==> src/rtl/alu_exec_if.sv <==
// ---------------------------------------------------------------------------
// alu_exec_if
// Bundles the operation request channel, the result return channel and the
// status outputs of alu_exec_unit.
//
// Both channels use valid/ready semantics: a transfer happens on a rising
// clock edge where valid and ready are both high. Once valid is asserted,
// the producer holds the payload stable until that transfer edge.
//
//   request : in_valid, in_ready, alusel[3:0], a[WIDTH-1:0], b[WIDTH-1:0]
//   result  : out_valid, out_ready, result[WIDTH-1:0],
//             zero, carry, overflow, sign, err
//   status  : busy
//
// master : the side that issues operations and consumes results.
// slave  : the execution unit.
// ---------------------------------------------------------------------------
interface alu_exec_if #(
    parameter int WIDTH = 32
) ();
    logic             in_valid;
    logic             in_ready;
    logic [3:0]       alusel;
    logic [WIDTH-1:0] a;
    logic [WIDTH-1:0] b;
    logic             out_valid;
    logic             out_ready;
    logic [WIDTH-1:0] result;
    logic             zero;
    logic             carry;
    logic             overflow;
    logic             sign;
    logic             err;
    logic             busy;

    modport master (
        output in_valid, alusel, a, b, out_ready,
        input  in_ready, out_valid, result, zero, carry, overflow, sign,
               err, busy
    );

    modport slave (
        input  in_valid, alusel, a, b, out_ready,
        output in_ready, out_valid, result, zero, carry, overflow, sign,
               err, busy
    );
endinterface

==> src/rtl/alu_exec_unit.sv <==
// ---------------------------------------------------------------------------
// alu_exec_unit
// Multi-cycle ALU for the execute stage. Add/sub/logic/compare ops and
// illegal codes finish in one cycle. Shifts are done one bit per cycle, so a
// shift by n takes 1 + n cycles.
//
// Ports:
//   clk       : clock, rising edge
//   rst       : asynchronous active-high reset
//   bus       : alu_exec_if.slave (request, result and status signals)
//   dbg_state : current FSM state (IDLE=0, SHIFT=1, DONE=2)
//
// Both channels on bus use valid/ready: a transfer happens on a rising edge
// where valid and ready are both high, and the payload is held stable while
// valid waits for ready.
// ---------------------------------------------------------------------------
module alu_exec_unit #(
    parameter int WIDTH = 32,
    parameter int SHW   = $clog2(WIDTH)
) (
    input  logic         clk,
    input  logic         rst,
    alu_exec_if.slave    bus,
    output logic [1:0]   dbg_state
);

    localparam logic [1:0] ST_IDLE  = 2'd0;
    localparam logic [1:0] ST_SHIFT = 2'd1;
    localparam logic [1:0] ST_DONE  = 2'd2;

    localparam logic [3:0] OP_ADD  = 4'b0000;
    localparam logic [3:0] OP_SUB  = 4'b0001;
    localparam logic [3:0] OP_OR   = 4'b0100;
    localparam logic [3:0] OP_AND  = 4'b0101;
    localparam logic [3:0] OP_XOR  = 4'b0111;
    localparam logic [3:0] OP_SRL  = 4'b1000;
    localparam logic [3:0] OP_SLL  = 4'b1001;
    localparam logic [3:0] OP_SRA  = 4'b1010;
    localparam logic [3:0] OP_SLT  = 4'b1101;
    localparam logic [3:0] OP_SLTU = 4'b1111;

    // Shift kind is the low two bits of the shift opcodes.
    localparam logic [1:0] SK_SRL = 2'b00;
    localparam logic [1:0] SK_SLL = 2'b01;
    localparam logic [1:0] SK_SRA = 2'b10;

    logic [1:0]       state_q,    state_d;
    logic [WIDTH-1:0] acc_q,      acc_d;
    logic [SHW-1:0]   cnt_q,      cnt_d;
    logic [1:0]       kind_q,     kind_d;
    logic             fill_q,     fill_d;
    logic [WIDTH-1:0] result_q,   result_d;
    logic             zero_q,     zero_d;
    logic             carry_q,    carry_d;
    logic             overflow_q, overflow_d;
    logic             sign_q,     sign_d;
    logic             err_q,      err_d;

    // Single-cycle ALU
    logic [WIDTH:0]   sum_ext;
    logic [WIDTH-1:0] diff;
    logic [WIDTH-1:0] alu_res;
    logic             alu_carry;
    logic             alu_ovf;
    logic             alu_err;
    logic             is_shift;
    logic [SHW-1:0]   shamt;
    logic [WIDTH-1:0] shift_nxt;

    assign shamt = bus.b[SHW-1:0];

    always_comb begin
        sum_ext   = {1'b0, bus.a} + {1'b0, bus.b};
        diff      = bus.a - bus.b;
        alu_res   = '0;
        alu_carry = 1'b0;
        alu_ovf   = 1'b0;
        alu_err   = 1'b0;
        is_shift  = 1'b0;
        case (bus.alusel)
            OP_ADD: begin
                alu_res   = sum_ext[WIDTH-1:0];
                alu_carry = sum_ext[WIDTH];
                // Operands share a sign and the sum's sign differs.
                alu_ovf   = (bus.a[WIDTH-1] == bus.b[WIDTH-1]) &&
                            (sum_ext[WIDTH-1] != bus.a[WIDTH-1]);
            end
            OP_SUB: begin
                alu_res   = diff;
                alu_carry = (bus.a >= bus.b);
                // Operands differ in sign and the difference takes b's sign.
                alu_ovf   = (bus.a[WIDTH-1] != bus.b[WIDTH-1]) &&
                            (diff[WIDTH-1] != bus.a[WIDTH-1]);
            end
            OP_OR:   alu_res = bus.a | bus.b;
            OP_AND:  alu_res = bus.a & bus.b;
            OP_XOR:  alu_res = bus.a ^ bus.b;
            OP_SLT:  alu_res = {{(WIDTH-1){1'b0}}, ($signed(bus.a) < $signed(bus.b))};
            OP_SLTU: alu_res = {{(WIDTH-1){1'b0}}, (bus.a < bus.b)};
            OP_SRL, OP_SLL, OP_SRA: is_shift = 1'b1;
            default: alu_err = 1'b1;
        endcase
    end

    // One-bit shift step of the accumulator.
    always_comb begin
        case (kind_q)
            SK_SRL:  shift_nxt = {1'b0, acc_q[WIDTH-1:1]};
            SK_SLL:  shift_nxt = {acc_q[WIDTH-2:0], 1'b0};
            SK_SRA:  shift_nxt = {fill_q, acc_q[WIDTH-1:1]};
            default: shift_nxt = acc_q;
        endcase
    end

    always_comb begin
        state_d    = state_q;
        acc_d      = acc_q;
        cnt_d      = cnt_q;
        kind_d     = kind_q;
        fill_d     = fill_q;
        result_d   = result_q;
        zero_d     = zero_q;
        carry_d    = carry_q;
        overflow_d = overflow_q;
        sign_d     = sign_q;
        err_d      = err_q;
        case (state_q)
            ST_IDLE: begin
                if (bus.in_valid) begin
                    if (is_shift && (shamt != '0)) begin
                        acc_d   = bus.a;
                        cnt_d   = shamt;
                        kind_d  = bus.alusel[1:0];
                        fill_d  = bus.a[WIDTH-1];
                        state_d = ST_SHIFT;
                    end else if (is_shift) begin
                        // Shift by zero passes a straight through.
                        result_d   = bus.a;
                        zero_d     = (bus.a == '0);
                        sign_d     = bus.a[WIDTH-1];
                        carry_d    = 1'b0;
                        overflow_d = 1'b0;
                        err_d      = 1'b0;
                        state_d    = ST_DONE;
                    end else begin
                        // Illegal codes leave alu_res at 0, so zero=1.
                        result_d   = alu_res;
                        zero_d     = (alu_res == '0);
                        sign_d     = alu_res[WIDTH-1];
                        carry_d    = alu_carry;
                        overflow_d = alu_ovf;
                        err_d      = alu_err;
                        state_d    = ST_DONE;
                    end
                end
            end
            ST_SHIFT: begin
                acc_d = shift_nxt;
                cnt_d = cnt_q - SHW'(1);
                // The last step lands its value straight in the result.
                if (cnt_q == SHW'(1)) begin
                    result_d   = shift_nxt;
                    zero_d     = (shift_nxt == '0);
                    sign_d     = shift_nxt[WIDTH-1];
                    carry_d    = 1'b0;
                    overflow_d = 1'b0;
                    err_d      = 1'b0;
                    state_d    = ST_DONE;
                end
            end
            ST_DONE: begin
                if (bus.out_ready) begin
                    state_d = ST_IDLE;
                end
            end
            default: state_d = ST_IDLE;
        endcase
    end

    always_ff @(posedge clk or posedge rst) begin
        if (rst) begin
            state_q    <= ST_IDLE;
            acc_q      <= '0;
            cnt_q      <= '0;
            kind_q     <= SK_SRL;
            fill_q     <= 1'b0;
            result_q   <= '0;
            zero_q     <= 1'b0;
            carry_q    <= 1'b0;
            overflow_q <= 1'b0;
            sign_q     <= 1'b0;
            err_q      <= 1'b0;
        end else begin
            state_q    <= state_d;
            acc_q      <= acc_d;
            cnt_q      <= cnt_d;
            kind_q     <= kind_d;
            fill_q     <= fill_d;
            result_q   <= result_d;
            zero_q     <= zero_d;
            carry_q    <= carry_d;
            overflow_q <= overflow_d;
            sign_q     <= sign_d;
            err_q      <= err_d;
        end
    end

    assign bus.in_ready  = (state_q == ST_IDLE);
    assign bus.busy      = (state_q != ST_IDLE);
    assign bus.out_valid = (state_q == ST_DONE);
    assign bus.result    = result_q;
    assign bus.zero      = zero_q;
    assign bus.carry     = carry_q;
    assign bus.overflow  = overflow_q;
    assign bus.sign      = sign_q;
    assign bus.err       = err_q;
    assign dbg_state     = state_q;

endmodule

==> src/flat_wrapper.sv <==
// flat-port wrapper written by rule: the top's interface ports become plain ports
module alu_exec_unit_flat 
#(
    parameter int WIDTH = 32,
    parameter int SHW   = $clog2(WIDTH)
)
  (clk, rst, dbg_state, bus_in_valid, bus_alusel, bus_a, bus_b, bus_out_ready, bus_in_ready, bus_out_valid, bus_result, bus_zero, bus_carry, bus_overflow, bus_sign, bus_err, bus_busy);
  alu_exec_if #(.WIDTH(WIDTH)) bus_i ();
  input  logic clk;
  input  logic rst;
  output logic [1:0] dbg_state;
  input wire logic [$bits(bus_i.in_valid)-1:0] bus_in_valid;
  input wire logic [$bits(bus_i.alusel)-1:0] bus_alusel;
  input wire logic [$bits(bus_i.a)-1:0] bus_a;
  input wire logic [$bits(bus_i.b)-1:0] bus_b;
  input wire logic [$bits(bus_i.out_ready)-1:0] bus_out_ready;
  output wire logic [$bits(bus_i.in_ready)-1:0] bus_in_ready;
  output wire logic [$bits(bus_i.out_valid)-1:0] bus_out_valid;
  output wire logic [$bits(bus_i.result)-1:0] bus_result;
  output wire logic [$bits(bus_i.zero)-1:0] bus_zero;
  output wire logic [$bits(bus_i.carry)-1:0] bus_carry;
  output wire logic [$bits(bus_i.overflow)-1:0] bus_overflow;
  output wire logic [$bits(bus_i.sign)-1:0] bus_sign;
  output wire logic [$bits(bus_i.err)-1:0] bus_err;
  output wire logic [$bits(bus_i.busy)-1:0] bus_busy;
  assign bus_i.in_valid = bus_in_valid;
  assign bus_i.alusel = bus_alusel;
  assign bus_i.a = bus_a;
  assign bus_i.b = bus_b;
  assign bus_i.out_ready = bus_out_ready;
  assign bus_in_ready = bus_i.in_ready;
  assign bus_out_valid = bus_i.out_valid;
  assign bus_result = bus_i.result;
  assign bus_zero = bus_i.zero;
  assign bus_carry = bus_i.carry;
  assign bus_overflow = bus_i.overflow;
  assign bus_sign = bus_i.sign;
  assign bus_err = bus_i.err;
  assign bus_busy = bus_i.busy;
  alu_exec_unit #(.WIDTH(WIDTH), .SHW(SHW)) u_core (.clk(clk), .rst(rst), .bus(bus_i), .dbg_state(dbg_state));
endmodule
==> config.mk <==
export PLATFORM = sky130hd
export DESIGN_NAME = alu_exec_unit_flat
export DESIGN_NICKNAME = d
export VERILOG_FILES = /design/src/rtl/alu_exec_if.sv /design/src/rtl/alu_exec_unit.sv /design/src/flat_wrapper.sv
export SDC_FILE = /design/constraint.sdc
export NUM_CORES = 1
export LEC_CHECK = 0
export ABC_AREA = 0
export CAP_MARGIN = 20
export CORE_ASPECT_RATIO = 0.8
export CORE_MARGIN = 10
export CORE_UTILIZATION = 54
export DETAILED_ROUTE_END_ITERATION = 8
export GPL_TIMING_DRIVEN = 1
export PLACE_DENSITY_LB_ADDON = 0.2
export SYNTH_ARGS = -nofsm -noshare
export SYNTH_HDL_FRONTEND = slang
export SYNTH_SLANG_ARGS = --single-unit
==> constraint.sdc <==
create_clock -name clk -period 2.65 [get_ports clk]
set_input_delay 0.53 -clock clk [delete_from_list [all_inputs] [get_ports clk]]
set_output_delay 0.53 -clock clk [all_outputs]
set_load 0.02 [all_outputs]
==> flow_metrics.env, run 1 <==
export IMPL_synth_edff_count=0
export IMPL_h_tree_levels=3
export IMPL_io_buffer_count=113
export IMPL_postSynthAreaPerCell_sq_um=7.32
export IMPL_async_reset_ff_frac=1.00
export IMPL_yosysWarnings=0
export IMPL_outcome="did not finish"
export IMPL_boundaryPins=114
export IMPL_stop_error="[ERROR GRT-0232] Routing congestion too high. Check the congestion heatmap in the GUI."
export IMPL_numCtsBuffers=9
export IMPL_floorplan_initialDensity=0.549
export IMPL_dp_hpwl_mm=40.9
export IMPL_netlist_area_before_placement_sq_mm=0.0109
export IMPL_post_synth_top_area_cell="sky130_fd_sc_hd__dfrtp_1"
export IMPL_row_count=46
export IMPL_syn_nets=1675
export IMPL_synthesis_instances=1486
export IMPL_pre_cts_slack_ns=-1.74
export IMPL_netlist_area_leader_share=0.180
export IMPL_worst_ep_kind="sequential cell input"
export IMPL_grt_overflow_total=85
export IMPL_stop_stage="global routing (5_1_grt)"
export IMPL_sequential_cell_area_fraction_in_the_yosys_report=0.180
export IMPL_die_width_microns=179
export IMPL_cts_root_buffer_cell="sky130_fd_sc_hd__clkbuf_16"
export IMPL_die_height_microns=147
export IMPL_netlist_top_cells_area="sky130_fd_sc_hd__dfrtp_1 (18%), sky130_fd_sc_hd__ha_1 (13%), sky130_fd_sc_hd__a21oi_1 (5.8%)"
export IMPL_ctsLongestPathBuffers=2
export IMPL_grt_max_degree=79
export IMPL_ys_types=94
export IMPL_ys_seq_elements=78
export IMPL_ctsHoldBuffers=0
export IMPL_top_flip_flop_cell_by_instance_count_after_synthesis="sky130_fd_sc_hd__dfrtp_1"
export IMPL_clock_sink_count=78
export IMPL_globalplace_congestion=1.09
export IMPL_gr_usage_all_layers=0.683
export IMPL_numPlacedInstances=2276
export IMPL_grt_worst_setup_endpoint="u_core.bus.zero$_DFFE_PP0P_/D"
export IMPL_placedInstanceArea_sq_mm=0.0163
[cells in the mapped netlist, types with 5 or more instances]
master	n
sky130_fd_sc_hd__a22o_1	5
sky130_fd_sc_hd__nand3_1	32
sky130_fd_sc_hd__nand2_1	154
sky130_fd_sc_hd__mux2_2	7
sky130_fd_sc_hd__or2_2	7
sky130_fd_sc_hd__a221oi_1	6
sky130_fd_sc_hd__nand4_1	18
sky130_fd_sc_hd__and3_1	15
sky130_fd_sc_hd__a21oi_1	126
sky130_fd_sc_hd__or4_1	5
sky130_fd_sc_hd__nor2b_1	15
sky130_fd_sc_hd__a22oi_1	7
sky130_fd_sc_hd__buf_2	23
sky130_fd_sc_hd__mux2i_1	61
sky130_fd_sc_hd__o22ai_1	7
sky130_fd_sc_hd__a211oi_1	32
sky130_fd_sc_hd__o21bai_1	26
sky130_fd_sc_hd__nor2_1	136
sky130_fd_sc_hd__xnor2_1	7
sky130_fd_sc_hd__a21o_1	23
sky130_fd_sc_hd__o211ai_1	18
sky130_fd_sc_hd__nand2b_1	19
sky130_fd_sc_hd__and2_1	16
sky130_fd_sc_hd__inv_1	103
sky130_fd_sc_hd__buf_1	9
sky130_fd_sc_hd__nor3_1	32
sky130_fd_sc_hd__clkbuf_1	63
sky130_fd_sc_hd__or3_1	8
sky130_fd_sc_hd__a311oi_1	7
sky130_fd_sc_hd__o21a_1	6
sky130_fd_sc_hd__nor4_1	19
sky130_fd_sc_hd__o31ai_1	21
sky130_fd_sc_hd__a31oi_1	22
sky130_fd_sc_hd__dfrtp_1	78
sky130_fd_sc_hd__o21ai_0	118
sky130_fd_sc_hd__a21boi_0	7
sky130_fd_sc_hd__ha_1	115
[stage by stage]
stage | hold slack (ns) | setup TNS [ns] | utilization
after global placement | 0.459 | -57.63 | 0.821
after CTS | 0.482 | -14.91 | 0.900
after detailed placement | 0.466 | -61.62 | 0.821
after floorplan | 0.478 | -4.77 | -
[metal layers]
layer	global-route usage	GRT overflow
met2	0.822	37
met1	0.685	2
met5	0.204	0
met3	0.556	2
met4	0.671	44
[logic make-up after synthesis]
family / share of synthesized area
compound gates: 0.319
simple gates: 0.221
buf+inv: 0.0741
fa+ha+maj: 0.136
flops: 0.180
mux: 0.0634
xor+xnor: 0.00645
[timing repair]
action,CTS
endpoints found under the hold margin,0
endpoints found under the setup margin,73
setup buffers,52
cloned,0
pin swaps,123
gates resized for setup,309
==> run 2: changes to the inputs <==
--- a/config.mk
+++ b/config.mk
@@ -7,12 +7,11 @@
 export LEC_CHECK = 0
 export ABC_AREA = 0
 export CAP_MARGIN = 20
-export CORE_ASPECT_RATIO = 0.8
 export CORE_MARGIN = 10
-export CORE_UTILIZATION = 54
+export CORE_UTILIZATION = 39
 export DETAILED_ROUTE_END_ITERATION = 8
 export GPL_TIMING_DRIVEN = 1
-export PLACE_DENSITY_LB_ADDON = 0.2
+export PLACE_DENSITY_LB_ADDON = 0.15
 export SYNTH_ARGS = -nofsm -noshare
 export SYNTH_HDL_FRONTEND = slang
 export SYNTH_SLANG_ARGS = --single-unit
==> constraint.sdc (replaced) <==
create_clock -name clk -period 3.45 [get_ports clk]
set_input_delay 0.69 -clock clk [delete_from_list [all_inputs] [get_ports clk]]
set_output_delay 0.69 -clock clk [all_outputs]
set_load 0.02 [all_outputs]
==> flow_metrics.env, run 2 <==
export IMPL_grt_antenna_before_repair=0
export IMPL_synth_most_common_cell="sky130_fd_sc_hd__nand2_1"
export IMPL_cap_viol_max_count=0
export IMPL_grt_pass1_vias=13734
export IMPL_failed_checks="negative setup slack"
export IMPL_clock_sink_count=78
export IMPL_dp_hpwl_mm=40.8
export IMPL_hold_viol_final=0
export IMPL_worst_clock_skew_ns=0.00880
export IMPL_postSynthAreaPerCell_sq_um=7.32
export IMPL_design_core_area_sq_mm=0.0276
export IMPL_cts_root_buffer_cell="sky130_fd_sc_hd__clkbuf_16"
export IMPL_final_max_slew_viol_count=0
export IMPL_maxClockFrequency_ghz=0.283
export IMPL_final_min_clock_period_ns=3.53
export IMPL_netlist_area_before_placement_sq_mm=0.0109
export IMPL_number_of_flip_flops_under_the_largest_register_name=32
export IMPL_antenna_diode_instance_count=0
export IMPL_route_detailed_drc=0
export IMPL_area_delta_synth_final_pct=61.4
export IMPL_async_reset_ff_frac=1.00
export IMPL_ys_top_cells_by_count="sky130_fd_sc_hd__nand2_1 (154), sky130_fd_sc_hd__nor2_1 (136), sky130_fd_sc_hd__a21oi_1 (126)"
export IMPL_post_drt_wl_per_cell_microns=21.4
export IMPL_fin_total_pwr_mw=7.86
export IMPL_sequential_cell_area_fraction_in_the_yosys_report=0.180
export IMPL_die_width_microns=187
export IMPL_row_count=61
export IMPL_gr_usage_all_layers=0.279
export IMPL_layout_cell_share_with_drive_strength_beyond_1=0.389
export IMPL_layout_cells_most_common="sky130_fd_sc_hd__buf_4"
export IMPL_unrepaired_setup_endpoints_after_global_routing="yes"
export IMPL_pre_cts_slack_ns=-1.14
export IMPL_netlist_top_cells_area="sky130_fd_sc_hd__dfrtp_1 (18%), sky130_fd_sc_hd__ha_1 (13%), sky130_fd_sc_hd__a21oi_1 (5.8%)"
export IMPL_grt_overflow_total=0
export IMPL_worst_endpoint_required_ns=3.68
export IMPL_hold_path_class="register to register"
export IMPL_max_slew_margin_rel=0.510
export IMPL_largest_register="u_core.acc_q"
export IMPL_die_height_microns=187
export IMPL_cp_start_kind="primary input"
export IMPL_rr_worst_depth=11
export IMPL_post_synth_top_area_cell="sky130_fd_sc_hd__dfrtp_1"
export IMPL_ctsLongestPathBuffers=2
export IMPL_cp_arrival_ns=3.76
export IMPL_h_tree_levels=3
export IMPL_cts_clk_slew_worst_paths_ns=0.06
export IMPL_grt_first_pass_wirelength_mm=78.3
export IMPL_synth_edff_count=0
export IMPL_syn_nets=1675
export IMPL_die_area_sq_mm=0.0350
export IMPL_boundaryPins=114
export IMPL_synthesis_instances=1486
export IMPL_ctsHoldBuffers=0
export IMPL_finalCoreUtilization=0.635
export IMPL_drt_vias_per_instance=5.76
export IMPL_netlist_area_leader_share=0.180
export IMPL_mostFrequentLayoutCells="sky130_fd_sc_hd__buf_4 (483), sky130_fd_sc_hd__nand2_1 (151), sky130_fd_sc_hd__nor2_1 (125), sky130_fd_sc_hd__a21oi_1 (106), sky130_fd_sc_hd__o21ai_0 (100)"
export IMPL_power_per_cell_area_mw_per_mm2=448
export IMPL_insertion_delay_ns=0.34
export IMPL_top_flip_flop_cell_by_instance_count_after_synthesis="sky130_fd_sc_hd__dfrtp_1"
export IMPL_finalSetupViolations=4
export IMPL_crit_type="primary input to register"
export IMPL_tritoncts="done"
export IMPL_io_buffer_count=113
export IMPL_antenna_left=0
export IMPL_via_count=13811
export IMPL_finalWirelength_mm=51.3
export IMPL_worst_slew_pin_slew_ns=0.735
export IMPL_finish_net_count=2204
export IMPL_min_period_over_period=1.02
export IMPL_setup_total_negative_slack_ns=-0.184
export IMPL_timing_critical_path_to_type="register"
export IMPL_floorplan_initialDensity=0.393
export IMPL_holdPathStages=1
export IMPL_yosysWarnings=0
export IMPL_outcome="finished with violations"
export IMPL_crit_path_max_fanout=3
export IMPL_worst_slack_ns=-0.0783
export IMPL_ys_types=94
export IMPL_p_leak_nw=8.02
export IMPL_number_of_optimization_iterations_in_the_first_detailed_route_pass=6
export IMPL_power_ir_vdd_worst_uv=457
export IMPL_numCtsBuffers=9
export IMPL_grt_max_degree=66
export IMPL_globalplace_congestion=1.02
export IMPL_ys_seq_elements=78
export IMPL_first_iter_violations=1320
## run 2: cell counts after synthesis
Identical to the previous run, type by type.
## run 2: final timing paths
path / start / to / slack (ns)
min in group asynchronous: rst / u_core.acc_q[22] / 0.71
max in group asynchronous: rst / u_core.dbg_state[0] / 2.09
hold reg to reg: u_core.bus.result[24] / u_core.bus.result[24] / 0.48
setup / recovery: bus_a[4] / u_core.bus.result[29] / -0.08
setup reg to reg: u_core.kind_q[0] / u_core.bus.zero / 0.14
hold / removal: u_core.bus.result[24] / u_core.bus.result[24] / 0.48
## run 2: layout make-up
type,count,area (sq um)
Multi-Input combinational cell,1205,9330
Clock buffer,11,243
Fill cell,2505,10100
Sequential cell,78,1950
Timing Repair Buffer,617,5040
Tap cell,378,473
Inverter,104,424
Clock inverter,5,82.6
## run 2: worst max-delay path, cell delays in order
cell and delay, ns:
sky130_fd_sc_hd__buf_8 0.08, sky130_fd_sc_hd__inv_6 0.03, sky130_fd_sc_hd__ha_4 0.26, sky130_fd_sc_hd__buf_12 0.13, sky130_fd_sc_hd__nor2_4 0.13, sky130_fd_sc_hd__o311ai_4 0.14
sky130_fd_sc_hd__a2111oi_4 0.40, sky130_fd_sc_hd__buf_4 0.19, sky130_fd_sc_hd__nor3_4 0.05, sky130_fd_sc_hd__o2111a_2 0.28, sky130_fd_sc_hd__o31ai_2 0.17, sky130_fd_sc_hd__buf_4 0.17
sky130_fd_sc_hd__a311oi_4 0.10, sky130_fd_sc_hd__a221o_1 0.32, sky130_fd_sc_hd__a221oi_2 0.32, sky130_fd_sc_hd__a211oi_1 0.11, sky130_fd_sc_hd__a21o_1 0.18
## run 2: kinds of logic after synthesis
group | Yosys count | synth area share
AO/OA/AOI/OAI | 511 | 0.319
adder cells (fa/ha/maj) | 117 | 0.136
multiplexers | 68 | 0.0634
XOR/XNOR | 8 | 0.00645
AND/OR/NAND/NOR | 501 | 0.221
flip-flops | 78 | 0.180
buffers and inverters | 203 | 0.0741
## run 2: timing repair
item / in CTS / in global routing
resized for setup: 296 / 108
buffers inserted: 43 / 16
pin swaps: 86 / 57
setup endpoints to repair: 30 / 22
## run 2: power breakdown
| part | total, mW | leakage (nW) | internal (mW) | switching (mW) |
|---|---|---|---|---|
| Combinational | 5.07 | 6.89 | 2.32 | 2.74 |
| Sequential | 1.76 | 0.964 | 1.34 | 0.417 |
| Clock | 1.04 | 0.160 | 0.655 | 0.382 |
## run 2: per-stage QoR
step / cell area [sq um] / cells / hold WS, ns
CTS: 17100 / 2384 / 0.479
detailed placement: 15700 / 2325 / 0.463
global placement: 15700 / 2325 / 0.460
global route: 17500 / 2398 / 0.502
floorplan: 11000 / 1486 / 0.478
finish: 17500 / 2398 / 0.476
## run 2: metal layers
layer | routed length [microns] | global-route usage
met5 | 0 | 0
met2 | 23900 | 0.464
met3 | 3220 | 0.0324
met4 | 2860 | 0.141
met1 | 21300 | 0.349
No activity file was read; power rests on OpenSTA's default activity.
